<file path="src/rtl/calc_pkg.sv">
// Purpose: shared constants and types for the calculator datapath (multiplier product -> BCD display path).
// Latency: n/a, declarations only.
// Backpressure: n/a.
//
// Contents:
//   PRODUCT_W    - width of the multiplier product fed to the BCD converter
//   BCD_DIGITS   - decimal digits needed to show a full PRODUCT_W value
//   bcd_digit_t  - one packed BCD digit
//   b2b_state_e  - bin2bcd_seq controller states
//   bcd_ge5()    - double-dabble correction predicate
package calc_pkg;

  localparam int PRODUCT_W  = 32;
  localparam int BCD_DIGITS = 10;

  typedef logic [3:0] bcd_digit_t;

  typedef enum logic [1:0] {
    IDLE  = 2'd0,
    SHIFT = 2'd1,
    DONE  = 2'd2
  } b2b_state_e;

  // A digit of 5 or more would become >= 10 after the next doubling, so it
  // needs the +3 correction before the shift.
  function automatic logic bcd_ge5(input bcd_digit_t d);
    return (d >= 4'd5);
  endfunction

endpackage

</file>
<file path="src/rtl/bcd_add3.sv">
// Purpose: double-dabble digit correction, digit+3 when digit >= 5, else unchanged.
// Latency: combinational, 0 cycles.
// Backpressure: none (pure function of the input digit).
//
// Ports:
//   dig_i - BCD digit before correction
//   dig_o - corrected digit, ready to be shifted left by one bit
module bcd_add3
  import calc_pkg::*;
(
  input  logic [3:0] dig_i,
  output logic [3:0] dig_o
);

  always_comb begin
    dig_o = dig_i;
    if (bcd_ge5(dig_i)) begin
      dig_o = dig_i + 4'd3;
    end
  end

endmodule

</file>
<file path="src/rtl/bin2bcd_seq.sv">
// Purpose: sequential binary-to-BCD converter (shift-and-add-3), one bit per cycle.
// Latency: out_valid rises exactly IN_W cycles after the accepting edge.
// Backpressure: one conversion in flight; result held in DONE until out_ready, in_ready only in IDLE.
//
// Ports:
//   clk, rst          - rising-edge clock, asynchronous active-high reset
//   in_valid/in_ready - input handshake, in_bin sampled when both are high
//   in_bin            - unsigned binary value (normally the multiplier product)
//   out_valid/out_ready - output handshake, out_bcd is meaningful while out_valid
//   out_bcd           - packed BCD result, digit 0 in bits [3:0]; holds the last result
//   busy              - high while shifting
//   out_blank         - (only with BIN2BCD_BLANK_EN defined) leading-zero blanking mask,
//                       bit i set when digit i and all higher digits are zero; bit 0 never set
//
// Build option: define BIN2BCD_BLANK_EN to add the out_blank port and its register.
module bin2bcd_seq
  import calc_pkg::*;
#(
  parameter int IN_W = PRODUCT_W,
  parameter int NDIG = BCD_DIGITS
) (
  input  logic              clk,
  input  logic              rst,
  input  logic              in_valid,
  output logic              in_ready,
  input  logic [IN_W-1:0]   in_bin,
  output logic              out_valid,
  input  logic              out_ready,
  output logic [4*NDIG-1:0] out_bcd,
  output logic              busy
`ifdef BIN2BCD_BLANK_EN
  ,
  output logic [NDIG-1:0]   out_blank
`endif
);

  localparam int CNT_W = $clog2(IN_W + 1);
  localparam int BCD_W = 4 * NDIG;

  // Controller and datapath state
  b2b_state_e       state_q;
  logic [CNT_W-1:0] cnt_q;       // shifts still to perform
  logic [IN_W-1:0]  bin_q;       // binary operand, consumed MSB first
  logic [BCD_W-1:0] bcd_q;       // BCD accumulator during the conversion
  logic [BCD_W-1:0] res_q;       // published result, independent of bcd_q
  logic             in_ready_q;
  logic             out_valid_q;
  logic             busy_q;

  // Next values of the {bcd, bin} shift chain for one SHIFT cycle
  logic [BCD_W-1:0] bcd_adj;
  logic [BCD_W-1:0] bcd_d;
  logic [IN_W-1:0]  bin_d;
  logic             last_shift;

  // Correct every digit first, then shift the whole chain left by one.
  for (genvar g = 0; g < NDIG; g++) begin : g_add3
    bcd_add3 u_add3 (
      .dig_i (bcd_q[4*g +: 4]),
      .dig_o (bcd_adj[4*g +: 4])
    );
  end

  assign bcd_d      = {bcd_adj[BCD_W-2:0], bin_q[IN_W-1]};
  assign bin_d      = {bin_q[IN_W-2:0], 1'b0};
  assign last_shift = (cnt_q == CNT_W'(1));

  always_ff @(posedge clk or posedge rst) begin
    if (rst) begin
      state_q     <= IDLE;
      cnt_q       <= '0;
      bin_q       <= '0;
      bcd_q       <= '0;
      res_q       <= '0;
      in_ready_q  <= 1'b1;
      out_valid_q <= 1'b0;
      busy_q      <= 1'b0;
    end else begin
      case (state_q)
        IDLE: begin
          if (in_valid && in_ready_q) begin
            bin_q      <= in_bin;
            bcd_q      <= '0;
            cnt_q      <= CNT_W'(IN_W);
            state_q    <= SHIFT;
            in_ready_q <= 1'b0;
            busy_q     <= 1'b1;
          end
        end

        SHIFT: begin
          bin_q <= bin_d;
          bcd_q <= bcd_d;
          cnt_q <= cnt_q - CNT_W'(1);
          // The final shift result goes straight into the output register,
          // so out_valid is up on the same edge that completes shift IN_W.
          if (last_shift) begin
            state_q     <= DONE;
            res_q       <= bcd_d;
            out_valid_q <= 1'b1;
            busy_q      <= 1'b0;
          end
        end

        DONE: begin
          // Go through IDLE before taking new work; no accept on this edge.
          if (out_ready) begin
            state_q     <= IDLE;
            out_valid_q <= 1'b0;
            in_ready_q  <= 1'b1;
          end
        end

        default: begin
          state_q     <= IDLE;
          in_ready_q  <= 1'b1;
          out_valid_q <= 1'b0;
          busy_q      <= 1'b0;
        end
      endcase
    end
  end

  assign in_ready  = in_ready_q;
  assign out_valid = out_valid_q;
  assign out_bcd   = res_q;
  assign busy      = busy_q;

`ifdef BIN2BCD_BLANK_EN
  logic [NDIG-1:0] blank_d;
  logic [NDIG-1:0] blank_q;

  // Digit i is blank when the value above (and including) it is all zero.
  // Digit 0 always shows, so a zero result still displays "0".
  always_comb begin
    blank_d = '0;
    for (int i = 1; i < NDIG; i++) begin
      blank_d[i] = ((bcd_d >> (4 * i)) == '0);
    end
  end

  always_ff @(posedge clk or posedge rst) begin
    if (rst) begin
      blank_q <= ~NDIG'(1);
    end else if (state_q == SHIFT && last_shift) begin
      blank_q <= blank_d;
    end
  end

  assign out_blank = blank_q;
`endif

endmodule

</file>
<file path="config.mk">
export PLATFORM = sky130hd
export DESIGN_NAME = bin2bcd_seq
export DESIGN_NICKNAME = d
export VERILOG_FILES = /design/src/rtl/calc_pkg.sv /design/src/rtl/bcd_add3.sv /design/src/rtl/bin2bcd_seq.sv
export SDC_FILE = /design/constraint.sdc
export NUM_CORES = 1
export LEC_CHECK = 0
export ABC_AREA = 1
export BUFFER_PORTS_ARGS = -buffer_cell sky130_fd_sc_hd__buf_2
export CORE_MARGIN = 2
export CORE_UTILIZATION = 59
export CTS_BUF_LIST = sky130_fd_sc_hd__clkbuf_16
export CTS_CLUSTER_SIZE = 14
export DETAILED_ROUTE_END_ITERATION = 10
export PLACE_DENSITY = 0.79
export SLEW_MARGIN = 20
export SYNTH_ARGS = -nofsm -noshare
export SYNTH_HDL_FRONTEND = slang
export SYNTH_HIERARCHICAL = 1
export SYNTH_SLANG_ARGS = --single-unit
</file>
<file path="constraint.sdc">
create_clock -name clk -period 5.1 [get_ports clk]
set_clock_uncertainty 0.2 [all_clocks]
set_input_delay 1.02 -clock clk [delete_from_list [all_inputs] [get_ports clk]]
set_output_delay 1.02 -clock clk [all_outputs]
set_load 0.03 [all_outputs]
</file>
# Word level (Yosys, flattened, before mapping)
# Index checks and enable logic that the tools add are counted.
[word_totals]
register_bits = 123
input_bits = 36
out_inout_bits = 43
elab_cells = 76
[classes]
add_sub_neg = 11
magnitude_cmp = 10
eq_ne = 6
n_mux = 29
bitwise = 3
n_reduce_logical = 9
[op_table]
columns = ["cell", "n"]
rows = [
  ["$pmux W40 S2", 1],
  ["$pmux W32 S2", 1],
  ["$ge A4 B3 Y1 const B", 10],
  ["$mux W40", 1],
  ["$add A4 B2 Y4 const B", 9],
  ["$mux W4", 9],
  ["$mux W32", 1],
  ["$pmux W6 S2", 1],
  ["$reduce_and A3 Y1", 4],
  ["$pmux W1 S3", 3],
  ["$eq A6 B1 Y1 const B", 1],
  ["$mux W1", 6],
  ["$mux W2", 3],
  ["$mux W6", 1],
  ["$ne A2 B2 Y1 const B", 3],
  ["$pmux W2 S3", 1],
  ["$sub A6 B1 Y6 const B", 1],
  ["$reduce_and A2 Y1", 2],
  ["$add A3 B2 Y3 const B", 1],
  ["$mux W3", 1],
  ["$not A1 Y1", 3],
  ["$eq A2 B1 Y1 const B", 1],
  ["$eq A2 B2 Y1 const B", 1],
  ["$logic_not A2 Y1", 1],
  ["other kinds (2)", 2],
]

# Depth between registers and ports, before layout
[depth]
word_depth = 3
ltp_mapped = 9
mapped_depth_nobuf = 9

# Cells and area by module
# The synthesis kept the hierarchy.
[modules_own_cells]
columns = ["mod", "instances", "cells_per_inst", "area_each_um2", "seq_area_each_um2"]
rows = [
  ["bin2bcd_seq", 1, 614, 5212.5, 3079.2],
  ["bcd_add3", 10, 23, 135.1, 0.0],
]

# Worst setup path after synthesis
# Ideal clock, no wire load.
[synth_path]
path_type = "in2reg"
from = "in in_valid"
to = "reg bin_q[1]"
setup_time_ns = 0.131
arrival_ns = 1.645
t_required_ns = 4.769
path_slack_ns = 3.123
cell_stages = 6
n_path_buf = 2
cell_sequence = "nand3_2 > nand2_1 > buf_4 > buf_2 > nand2_1 > o21ai_0"
[synth_between]
elab_chain_len = 3
[synth_rtl]
columns = ["item", "line", "rtl"]
rows = [
  ["from (decl)", "bin2bcd_seq.sv:24", "input logic in_valid,"],
  ["$logic_and A1 B1 Y1", "bin2bcd_seq.sv:81", "if (in_valid && in_ready_q) begin"],
  ["$ne A2 B2 Y1 (no source line)", "n/a", ""],
  ["$reduce_and A2 Y1 (no source line)", "n/a", ""],
  ["to (signal assigned)", "bin2bcd_seq.sv:82", "bin_q <= in_bin;"],
  ["to (signal assigned)", "bin2bcd_seq.sv:92", "bin_q <= bin_d;"],
  ["to (decl)", "bin2bcd_seq.sv:43", "logic [IN_W-1:0] bin_q;"],
]
# No other way between the ends.
# A chain may end at the register's enable or synchronous reset.

# Worst setup path after layout
[layout_path]
from = "reg state_q[1]"
to = "reg res_q[36], in the netlist out_bcd[36]"
[layout_between]
elab_chain_len = 2
[layout_rtl]
columns = ["item", "line", "rtl"]
rows = [
  ["from (decl)", "bin2bcd_seq.sv:41", "b2b_state_e state_q;"],
  ["from (signal assigned)", "bin2bcd_seq.sv:70", "state_q <= IDLE;"],
  ["from (signal assigned)", "bin2bcd_seq.sv:85", "state_q <= SHIFT;"],
  ["from (signal assigned)", "bin2bcd_seq.sv:98", "state_q <= DONE;"],
  ["$eq A2 B1 Y1", "bin2bcd_seq.sv:79", "case (state_q)"],
  ["$reduce_and A2 Y1 (no source line)", "n/a", ""],
  ["to (signal assigned)", "bin2bcd_seq.sv:74", "res_q <= '0;"],
  ["to (signal assigned)", "bin2bcd_seq.sv:99", "res_q <= bcd_d;"],
  ["to (decl)", "bin2bcd_seq.sv:45", "logic [BCD_W-1:0] res_q;"],
]
# No other way between the ends.

==> run summary <==
status - completed
Worst Setup SP - state_q[1]
post-route worst setup slack - 2.30 ns
die area - 11900 sq um
total wire length - 14600 um
Total Power - 0.00509 W
syn_nets - 897
Slew headroom - 0.303
DRT iter0 DRCs - 391
placed cell count - 1026
synthesis warning total - 6
Core Area - 10800 sq um
Crit Path Max Fanout - 109
drt pass-1 iters - 6
Skew-Pair Late Insertion Delay - 0.42 ns
Post-Layout Cell Count - 1058
clock root buffer - clkbuf_16
total grt overflow - 0
Worst Hold Launch - out_bcd[29]
worst slack at placement - 2.16 ns
RSZ-0062 raised after global routing - false
Synth Area per Inst - 7.79 sq um
DP Wirelength - 9450 um
maximum vdd drop - 0.000541 V
average routed wire per standard cell - 13.8 um
Netlist Area Pre-Place - 6540 sq um
initial core utilization - 0.603
CP Capture Type - flip-flop
power per cell area - 680 nW/um^2
Max Slew Vio Count - 0
Num CTS Buffers - 17
number of global-route vias before repair - 5525
Layout Cell Area excl Fill - 7470 sq um
Bufs on Longest Clock Path - 2
postcts setup bufs - 0
DRC Markers - 0
R2R Path Start - state_q[1]
Ports - 79
Cell Area, Placed - 6990 sq um
post-layout minimum cycle time - 2.80 ns
P_leak - 4.04 nW
Max Cap Viol - 0
clock-pin slew on the worst setup and hold paths - 0.05 ns
number of hold buffers added after CTS - 0
nets - 963
Die Ht - 109 um
R2R depth - 7
CP Class - reg2reg
Post-Syn Instances - 839
startpoint type of the worst setup path - flip-flop
HP Class - reg2reg
f_max - 357 MHz
Final Hold Fails - 0
CP Data Required Time - 5.20 ns
die width - 109 um
post-route ant nets - 0
Resize count post-CTS - 0
GP Congestion - 0.831
CP arrival - 2.90 ns
Port Buffers - 78
Area Overhead vs Synth - 14.3%
GR Util All Layers - 0.269
CTS tree - yes
Hold Crit Depth - 2
row count - 38
n_diodes - 0
TritonCTS Sinks - 123
via count - 5634
htree depth - 4
period utilisation layout - 0.549
vias per cell - 5.33
Setup violations, final - 0
first-pass GRT wire length - 25000 um
Post-Route Setup TNS - 0 ns
initial antenna violation count - 0
layout cell share with drive strength beyond 1 - 0.186
pin count of the biggest net entering global routing - 110
Worst Tran Pin Value - 1.04 ns
[layer usage]
metal,vias to the layer above,GRT usage,wire (um)
li1,2798,-,-
met1,2629,0.337,6370
met2,176,0.450,7130
met3,31,0.0652,789
met4,0,0.103,288
met5,-,0,0
[cells in the final DEF (no fill, tap or decap), drive strengths merged]
| master | count |
|---|---|
| nand2 | 315 |
| dfrtp | 122 |
| nand3 | 102 |
| o21ai | 93 |
| inv | 87 |
| buf | 85 |
| nor2 | 54 |
| ha | 22 |
| clkbuf | 17 |
| a21oi | 9 |
| clkinv | 6 |
| nor3 | 1 |
| nor3b | 1 |
| nand4 | 1 |
| nand3b | 1 |
| o22ai | 1 |
| dfstp | 1 |
[state kept, by name, indices dropped and copies added (netlist names)]
name,flops
bcd_q,40
out_bcd,40
bin_q,32
cnt_q,6
state_q,2
busy,1
in_ready,1
out_valid,1
[power by group]
| part | leakage (nW) | internal [W] | switching (W) |
|---|---|---|---|
| sequential | 1.59 | 0.00137 | 0.000275 |
| clock | 0.269 | 0.000590 | 0.000391 |
| combinational | 2.18 | 0.000753 | 0.00170 |
| total | 4.04 | 0.00272 | 0.00237 |
[metrics by stage]
| step | hold WS, ns | util |
|---|---|---|
| final | 0.263 | 0.689 |
| after global routing | 0.284 | 0.689 |
| after CTS | 0.266 | 0.689 |
| after detailed placement | 0.254 | 0.645 |
| after global placement | 0.248 | 0.645 |
| after floorplan | 0.269 | - |
[path summary, 6_finish.rpt]
check | to | slack, ns
worst min-delay path | out_bcd[29] | 0.26
worst max register to register | out_bcd[36] | 2.30
min in group asynchronous | out_bcd[32] | 0.54
max in group asynchronous | out_bcd[11] | 3.22
worst max-delay path | out_bcd[36] | 2.30
worst min register to register | out_bcd[29] | 0.26
[final cells by class]
cell class,count,area (sq um)
Clock buffer,17,425
Clock inverter,15,57.6
Fill cell,865,3370
Inverter,78,295
Multi-Input combinational cell,600,3000
Sequential cell,123,3080
Tap cell,140,175
Timing Repair Buffer,85,443
[critical path, stage by stage (launching register included)]
cell,delay (ns)
dfrtp_1,0.40
inv_2,0.10
nand2_4,0.52
nor3_4,0.35
nand2_1,0.47
buf_4,0.41
nand2_1,0.12
nand2_1,0.06
Power figures use the tool's default switching activity.
